## src/rtl/tanh_poly_pipe_pkg.sv

```systemverilog
// Shared constants and helpers for the pipelined tanh evaluator:
// Q.20 coefficient table, quantisation, clamp and saturation.
package tanh_pkg;

  localparam int MAX_TERMS = 8;
  localparam int COEF_FRAC = 20;

  // Q.20 coefficients. A0..A4 are fitted values and A5..A7 are Taylor terms.
  localparam int A0_Q20 = -349696;
  localparam int A1_Q20 = 139776;
  localparam int A2_Q20 = -56832;
  localparam int A3_Q20 = 22528;
  localparam int A4_Q20 = -9216;
  localparam int A5_Q20 = 3767;
  localparam int A6_Q20 = -1527;
  localparam int A7_Q20 = 619;

  function automatic int coef_q20(input int k);
    case (k)
      0:       return A0_Q20;
      1:       return A1_Q20;
      2:       return A2_Q20;
      3:       return A3_Q20;
      4:       return A4_Q20;
      5:       return A5_Q20;
      6:       return A6_Q20;
      7:       return A7_Q20;
      default: return 0;
    endcase
  endfunction

  // Round-to-nearest (half up) from Q.20 to the requested fraction width.
  function automatic int coef(input int k, input int frac);
    int c;
    c = coef_q20(k);
    if (frac >= COEF_FRAC) return c <<< (frac - COEF_FRAC);
    return (c + (1 <<< (COEF_FRAC - frac - 1))) >>> (COEF_FRAC - frac);
  endfunction

  function automatic longint clamp_val(input longint x, input longint lim);
    if (x > lim)  return lim;
    if (x < -lim) return -lim;
    return x;
  endfunction

  function automatic logic out_of_range(input longint x, input longint lim);
    return (x > lim) || (x < -lim);
  endfunction

  function automatic longint sat_val(input longint x, input int w);
    longint hi;
    longint lo;
    hi = (longint'(1) <<< (w - 1)) - 1;
    lo = -(longint'(1) <<< (w - 1));
    if (x > hi) return hi;
    if (x < lo) return lo;
    return x;
  endfunction

endpackage

```

## src/rtl/tanh_poly_pipe_horner_step.sv

```systemverilog
// One Horner step h' = (h*x2 >>> FRAC) + A(k), split into a multiply stage
// and an add stage, with x_c/x2/range carried alongside.
module horner_step
  import tanh_pkg::*;
#(
  parameter int W    = 14,
  parameter int FRAC = 12,
  parameter int COEF = 0
) (
  input  logic         clk,
  input  logic         rst,
  input  logic         en,
  input  logic         valid_d,
  input  logic [W-1:0] h_d,
  input  logic [W-1:0] x2_d,
  input  logic [W-1:0] xc_d,
  input  logic         range_d,
  output logic         valid_q,
  output logic [W-1:0] h_q,
  output logic [W-1:0] x2_q,
  output logic [W-1:0] xc_q,
  output logic         range_q
);

  localparam logic signed [W-1:0] COEF_W = W'(COEF);

  logic signed [2*W-1:0] h_ext;
  logic signed [2*W-1:0] x2_ext;
  logic signed [2*W-1:0] m_p;
  logic                  m_valid;
  logic        [W-1:0]   m_x2;
  logic        [W-1:0]   m_xc;
  logic                  m_range;

  assign h_ext  = {{W{h_d[W-1]}}, h_d};
  assign x2_ext = {{W{x2_d[W-1]}}, x2_d};

  // Both stages freeze together when the output is stalled.
  always_ff @(posedge clk or posedge rst) begin
    if (rst) begin
      m_valid <= 1'b0;
      m_p     <= '0;
      m_x2    <= '0;
      m_xc    <= '0;
      m_range <= 1'b0;
      valid_q <= 1'b0;
      h_q     <= '0;
      x2_q    <= '0;
      xc_q    <= '0;
      range_q <= 1'b0;
    end else if (en) begin
      m_valid <= valid_d;
      m_p     <= h_ext * x2_ext;
      m_x2    <= x2_d;
      m_xc    <= xc_d;
      m_range <= range_d;
      valid_q <= m_valid;
      h_q     <= W'(m_p >>> FRAC) + COEF_W;
      x2_q    <= m_x2;
      xc_q    <= m_xc;
      range_q <= m_range;
    end
  end

endmodule

```

## src/rtl/tanh_poly_pipe.sv

```systemverilog
// Fully pipelined fixed-point tanh(x) = x + x^3*P(x^2) with valid/ready
// back-pressure, input clamping and saturating final add.
module tanh_poly_pipe
  import tanh_pkg::*;
#(
  parameter int W       = 14,
  parameter int FRAC    = 12,
  parameter int N_TERMS = 5,
  parameter int XMAX    = 1 << FRAC
) (
  input  logic         clk,
  input  logic         rst,
  input  logic [W-1:0] i_x,
  input  logic         i_valid,
  output logic         o_ready,
  output logic [W-1:0] o_fx,
  output logic         o_range,
  output logic         o_valid,
  input  logic         i_ready
);

  logic en;

  // The whole pipe moves as one; it only halts when a result is waiting.
  assign en      = i_ready || !o_valid;
  assign o_ready = en;

  logic signed [W-1:0]   x_in;
  logic                  s0_valid;
  logic signed [W-1:0]   s0_xc;
  logic                  s0_range;
  logic signed [2*W-1:0] s0_ext;

  logic                  s1_valid;
  logic signed [W-1:0]   s1_xc;
  logic signed [W-1:0]   s1_x2;
  logic                  s1_range;

  assign x_in   = i_x;
  assign s0_ext = {{W{s0_xc[W-1]}}, s0_xc};

  always_ff @(posedge clk or posedge rst) begin
    if (rst) begin
      s0_valid <= 1'b0;
      s0_xc    <= '0;
      s0_range <= 1'b0;
      s1_valid <= 1'b0;
      s1_xc    <= '0;
      s1_x2    <= '0;
      s1_range <= 1'b0;
    end else if (en) begin
      s0_valid <= i_valid;
      s0_xc    <= W'(clamp_val(longint'(x_in), longint'(XMAX)));
      s0_range <= out_of_range(longint'(x_in), longint'(XMAX));
      s1_valid <= s0_valid;
      s1_xc    <= s0_xc;
      s1_x2    <= W'((s0_ext * s0_ext) >>> FRAC);
      s1_range <= s0_range;
    end
  end

  // Element 0 is the S1 output; element j+1 is the output of Horner step j.
  logic                hv [N_TERMS];
  logic signed [W-1:0] hh [N_TERMS];
  logic signed [W-1:0] hx2 [N_TERMS];
  logic signed [W-1:0] hxc [N_TERMS];
  logic                hr [N_TERMS];

  assign hv[0]  = s1_valid;
  assign hh[0]  = W'(coef(N_TERMS - 1, FRAC));
  assign hx2[0] = s1_x2;
  assign hxc[0] = s1_xc;
  assign hr[0]  = s1_range;

  for (genvar j = 0; j < N_TERMS - 1; j++) begin : g_step
    horner_step #(
      .W    (W),
      .FRAC (FRAC),
      .COEF (coef(N_TERMS - 2 - j, FRAC))
    ) u_step (
      .clk     (clk),
      .rst     (rst),
      .en      (en),
      .valid_d (hv[j]),
      .h_d     (hh[j]),
      .x2_d    (hx2[j]),
      .xc_d    (hxc[j]),
      .range_d (hr[j]),
      .valid_q (hv[j+1]),
      .h_q     (hh[j+1]),
      .x2_q    (hx2[j+1]),
      .xc_q    (hxc[j+1]),
      .range_q (hr[j+1])
    );
  end

  logic signed [2*W-1:0] h_ext;
  logic signed [2*W-1:0] x2_ext;
  logic                  t1_valid;
  logic signed [W-1:0]   t1_t;
  logic signed [W-1:0]   t1_xc;
  logic                  t1_range;
  logic signed [2*W-1:0] t_ext;
  logic signed [2*W-1:0] xc_ext;
  logic                  t2_valid;
  logic signed [W-1:0]   t2_u;
  logic signed [W-1:0]   t2_xc;
  logic                  t2_range;

  assign h_ext  = {{W{hh[N_TERMS-1][W-1]}}, hh[N_TERMS-1]};
  assign x2_ext = {{W{hx2[N_TERMS-1][W-1]}}, hx2[N_TERMS-1]};
  assign t_ext  = {{W{t1_t[W-1]}}, t1_t};
  assign xc_ext = {{W{t1_xc[W-1]}}, t1_xc};

  // Tail: x^2*P, then x^3*P, then the saturating add back onto x.
  always_ff @(posedge clk or posedge rst) begin
    if (rst) begin
      t1_valid <= 1'b0;
      t1_t     <= '0;
      t1_xc    <= '0;
      t1_range <= 1'b0;
      t2_valid <= 1'b0;
      t2_u     <= '0;
      t2_xc    <= '0;
      t2_range <= 1'b0;
      o_valid  <= 1'b0;
      o_fx     <= '0;
      o_range  <= 1'b0;
    end else if (en) begin
      t1_valid <= hv[N_TERMS-1];
      t1_t     <= W'((h_ext * x2_ext) >>> FRAC);
      t1_xc    <= hxc[N_TERMS-1];
      t1_range <= hr[N_TERMS-1];
      t2_valid <= t1_valid;
      t2_u     <= W'((t_ext * xc_ext) >>> FRAC);
      t2_xc    <= t1_xc;
      t2_range <= t1_range;
      o_valid  <= t2_valid;
      o_fx     <= W'(sat_val(longint'(t2_xc) + longint'(t2_u), W));
      o_range  <= t2_range;
    end
  end

endmodule
```

## config.mk

```make
export PLATFORM = sky130hd
export DESIGN_NAME = tanh_poly_pipe
export DESIGN_NICKNAME = d
export VERILOG_FILES = /design/src/rtl/tanh_poly_pipe_pkg.sv /design/src/rtl/tanh_poly_pipe_horner_step.sv /design/src/rtl/tanh_poly_pipe.sv
export SDC_FILE = /design/constraint.sdc
export NUM_CORES = 2
export LEC_CHECK = 0
export CAP_MARGIN = 25
export CORE_AREA = 3 3 347 349
export CTS_CLUSTER_SIZE = 12
export DETAILED_ROUTE_END_ITERATION = 8
export DIE_AREA = 0 0 350 352
export HOLD_SLACK_MARGIN = 0.06
export PLACE_DENSITY = 0.64
export SKIP_CTS_REPAIR_TIMING = 1
export SYNTH_ARGS = -nofsm -noshare
export SYNTH_HDL_FRONTEND = slang
export SYNTH_SLANG_ARGS = --single-unit
export TNS_END_PERCENT = 5
```

## constraint.sdc

```tcl
create_clock -name clk -period 46.5 [get_ports clk]
set_clock_uncertainty 0.2 [all_clocks]
set_input_delay 4.65 -clock clk [delete_from_list [all_inputs] [get_ports clk]]
set_output_delay 4.65 -clock clk [all_outputs]
set_load 0.1 [all_outputs]
```

=== Yosys cells after proc, flatten, opt, wreduce, memory -nomap -nowiden ===
Index checks and enable logic that the tools add are counted.

* Flip-flop bits (word level): 515
* Output and inout port bits: 17

* Order comparisons: 4
* Reductions and logical operators: 3
* Add/subtract/negate cells: 5
* Mux-type cells: 18
* Multipliers: 7

{| class="wikitable"
|+ Operators by type and width
! cell !! number
|-
| multiplier 14 x 14 -> 26 bit || 6
|-
| 2-to-1 mux 14 bit || 6
|-
| 2-to-1 mux 13 bit || 2
|-
| multiplier 5 x 14 -> 19 bit, first input constant || 1
|-
| adder 14 x 14 -> 15 bit || 1
|-
| greater-than comparator 15 x 14 -> 1 bit, second input constant || 1
|-
| < comparator 15 x 14 -> 1 bit, second input constant || 1
|-
| adder 14 x 11 -> 14 bit, second input constant || 1
|-
| adder 14 x 12 -> 14 bit, second input constant || 1
|-
| adder 14 x 9 -> 14 bit, second input constant || 1
|-
| greater-than comparator 14 bit, second input constant || 1
|-
| < comparator 14 x 13 -> 1 bit, second input constant || 1
|-
| adder 9 x 8 -> 10 bit, second input constant || 1
|-
| 2-to-1 mux 1 bit || 10
|-
| logical OR 1 bit || 2
|-
| zero test 1 bit || 1
|}

=== Logic depth before layout (Yosys ltp) ===
* Word-level depth: 8
* Depth in mapped cells: 26
* Gate-level depth less buffers: 25

=== Hierarchy ===
A second synthesis with hierarchy kept.

* Cell total of the unflattened synthesis: 6728
* Area total of the unflattened synthesis: 66652.7 µm²

{| class="wikitable"
|+ By module, submodules not included
! module !! sequential area each (µm²) !! area an instance (µm²) !! cells an instance !! times used
|-
| tanh_poly_pipe || 3052.9 || 24818.8 || 2666 || 1
|-
| horner_step at g_step[0].u_step || 2202.1 || 10618.9 || 1055 || 1
|-
| horner_step at g_step[1].u_step || 2202.1 || 10460.0 || 1016 || 1
|-
| horner_step at g_step[2].u_step || 2202.1 || 10395.0 || 991 || 1
|-
| horner_step at g_step[3].u_step || 2202.1 || 10359.9 || 1000 || 1
|}

=== Worst setup path before layout ===
OpenSTA, ideal clock, no wires.

* Path type: in2out
* From: in i_ready
* To: out o_ready
* Data arrival time: 6.292 ns
* Required time: 41.650 ns
* Path slack: 35.358 ns
* Stages on the path: 5
* Path through: nor2b_1 clkbuf_1 clkinv_1 clkbuf_1 clkbuf_1

* Word-level cells in the longest chain between the ends: 1

{| class="wikitable"
|+ Ends and longest elaborated chain
! what !! line !! text
|-
| start: declaration || tanh_poly_pipe.sv:19 || <nowiki>input logic i_ready</nowiki>
|-
| logical OR 1 bit || tanh_poly_pipe.sv:25 || <nowiki>assign en = i_ready || !o_valid;</nowiki>
|-
| end: declaration || tanh_poly_pipe.sv:15 || <nowiki>output logic o_ready,</nowiki>
|}

Every way passes these cells.

=== Worst setup path after layout ===
Ends and elaborated chain as after synthesis.

==> results.md <==
* Outcome: complete, no violations
* Routed Wire Length at 120 mm
* Reg2reg path depth at 24
* Top_reg_cell synth: dfrtp_1
* CTS Buf Count at 56
* Post-layout util at 52.8%
* Hpwl dp at approximately 92 mm
* Full die area at 0.123 sq mm
* Initial antenna violation count at 3
* GP Congestion at 0.824
* CP Data Arrival Time at 7.11 ns
* Mapped Avg Cell Area at 9.24 sq um
* Total gr overflow at 0
* Hold Violations, Final at 0
* Initial DRC count at 1937
* Final period util at roughly a quarter
* Share of cells above drive strength 1 at 2.18%
* Setup TNS at 0 ns
* Met1 Use GR at 28.5%
* Syn-to-layout area delta at 5.96%
* GRT busiest layer: met2
* NumNets Final at 7717
* Crit path launch type: primary input
* Worst r2r src: g_step[2].u_step.h_q[6]
* R2R setup slack at 39.35 ns
* Vias in the first global route at 42100
* Cells after synthesis at 6347
* Grt met3 use at 2.81%
* Data required time of the worst path at 41.65 ns
* Residual DRC at 0
* Sequential area share after synthesis at 19.8%
* Min-delay worst type: reg -> reg
* Clock buffer depth at 3
* CP endpoint kind: output pin
* Routed vias at between 30000 and 40000
* CP Class: in -> out
* CTS tree: done
* First-pass GRT wire length at about 210 mm
* Maximum clock frequency at around 84 MHz
* CP Capture Point: o_ready
* Max-slew violation count at 0
* Largest net degree at the start of global routing at 230
* Yosys warns at 0
* Max_cap viols at 0
* Crit Path Max Fanout at 68
* H-tree lvl count at 2
* Worst slew margin relative to its limit at 29.8%
* Root cell of the clock tree: clkbuf_16
* First-pass DRT Iterations at 5
* Vias per inst at a little over 5
* Final setup viols at 0
* Chip width at 350 um
* Final std cells w/o fill at around 7800
* Post-placement cell count at 7676
* # clock sinks at 465
* Final ANT Viol Nets at 0
* Netlist cell types at 67
* Die Y at 352 um
* I/O pin count at 35
* IO buf count at 34
* Tot GR Track Use at 20.6%
* Cell Area, Synth at 0.0586 sq mm
* Rows at roughly 130
* Worst-path clk slew at 0.07 ns
* Worst-Skew Late Latency at 0.68 ns
* Number of synthesized register bits at approximately 470
* Core Footprint at around 0.12 sq mm
* Initial core utilization at about 50%
* Number of flops mapped to enable cells by yosys at 0
* Worst setup path start: i_ready
* Least-Margin Pin Slew at 1.05 ns
* Final min period at 11.96 ns
* Met2 GRT Util at 35.0%
* Async S/R FF share, synth at 100%
* Unrepaired setup endpoints after global routing: false
* RR Endpoint: g_step[3].u_step.m_p[25]
* Post-Syn Nets at approximately 7900
* WL/cell at 15.5 um
-- worst max-delay path, stage by stage --
cell             delay (ns)
clkdlybuf4s50_1        0.44
nor2b_4                0.55
inv_8                  0.28
clkdlybuf4s50_1        1.11
-- cell type report --
cell class | instances | area (sq um)
tap | 1536 | 1920
fill | 10800 | 55600
sequential | 465 | 11600
antenna | 1 | 2.50
clock buffer | 76 | 1560
clock inverter | 28 | 349
timing repair buffer | 55 | 613
multi-input combinational | 4369 | 41300
inverter | 1255 | 4730
-- through the flow --
| stage | hold slack [ns] | worst slack [ns] | area, sq um |
|---|---|---|---|
| floorplan | 0.230 | 28.68 | 58600 |
| global placement | 0.244 | 34.54 | 60100 |
| detailed placement | 0.255 | 34.52 | 60100 |
| CTS | 0.226 | 34.52 | 62000 |
| global route | 0.258 | 34.40 | 62100 |
| finish | 0.242 | 34.54 | 62100 |
-- logic make-up after synthesis --
| group | after synthesis | share of synthesized area [%] |
|---|---|---|
| DFF | 465 | 19.8 |
| buffers and inverters | 1513 | 9.69 |
| muxes | 2 | 0.0363 |
| adders and majority gates | 1509 | 45.8 |
| xor gates and xnor gates | 204 | 3.05 |
| and+or+nand+nor | 2260 | 17.4 |
| AOI/OAI and AO/OA | 394 | 4.17 |
-- routing by layer --
layer | up-vias | share of wire (%) | wire length, um
met5 | - | 0 | 0
met4 | 0 | 1.6 | 1980
met3 | 140 | 4.1 | 4900
met2 | 582 | 50 | 59600
met1 | 20100 | 45 | 53900
li1 | 18500 | - | -
-- placed cells by master, fill, tap and decap left out, types with 31 or more instances in the layout --
master | netlist | layout
nand2_1 | 1379 | 1379
a21oi_1 | 124 | 124
clkdlybuf4s50_1 | 0 | 33
nor2b_1 | 58 | 57
nor3_1 | 34 | 34
fa_1 | 1068 | 1068
nor2_1 | 176 | 176
inv_1 | 1251 | 1250
dfrtp_1 | 465 | 465
xor2_1 | 74 | 74
o21ai_0 | 121 | 121
and2_1 | 498 | 498
xnor2_1 | 130 | 130
nand2b_1 | 31 | 31
ha_1 | 429 | 429
clkbuf_16 | 0 | 56
-- cell usage after synthesis, types with 8 or more instances --
cell type,n,area (sq um)
nand2b_1,31,194
xnor2_1,130,1140
o21ai_0,121,606
inv_1,1251,4700
a21o_1,20,150
nor3_1,34,170
or3_1,13,81.3
clkbuf_1,256,961
nor2_1,176,661
xor2_1,74,648
o31ai_1,17,128
nand3_1,26,130
and3_1,18,113
nand2_1,1379,5180
nor2b_1,58,363
ha_1,429,5370
fa_1,1068,21400
a21oi_1,124,621
and2_1,498,3120
o21a_1,27,203
maj3_1,12,120
dfrtp_1,465,11600
a31oi_1,8,50.1
-- worst min path at each step --
stage	startpoint	end	slack (ns)	cells past startpoint
2_1_floorplan	t2_valid	t2_valid	0.23	2
3_3_place_gp	t2_valid	t2_valid	0.24	2
3_5_place_dp	g_step[2].u_step.m_x2[11]	g_step[2].u_step.m_x2[11]	0.26	2
4_1_cts	g_step[3].u_step.xc_q[12]	t1_xc[12]	0.23	2
5_1_grt	g_step[3].u_step.xc_q[12]	t1_xc[12]	0.26	2
6_report	g_step[3].u_step.xc_q[12]	t1_xc[12]	0.24	2
-- sequential cells by signal, summed over array words and instances (netlist names), 4 cells and up --
| register | cells |
|---|---|
| g_step.u_step.m_x2 | 56 |
| g_step.u_step.m_xc | 56 |
| g_step.u_step.x2_q | 56 |
| g_step.u_step.xc_q | 56 |
| g_step.u_step.h_q | 52 |
| g_step.u_step.m_p | 51 |
| o_fx | 14 |
| s0_xc | 14 |
| s1_x2 | 14 |
| s1_xc | 14 |
| t1_t | 14 |
| t1_xc | 14 |
| t2_u | 14 |
| t2_xc | 14 |
| g_step.u_step.m_range | 4 |
| g_step.u_step.m_valid | 4 |
| g_step.u_step.range_q | 4 |
| g_step.u_step.valid_q | 4 |
Power is not shown: default switching activity piles up to over one toggle a cycle in this logic, so the estimate is an artifact.
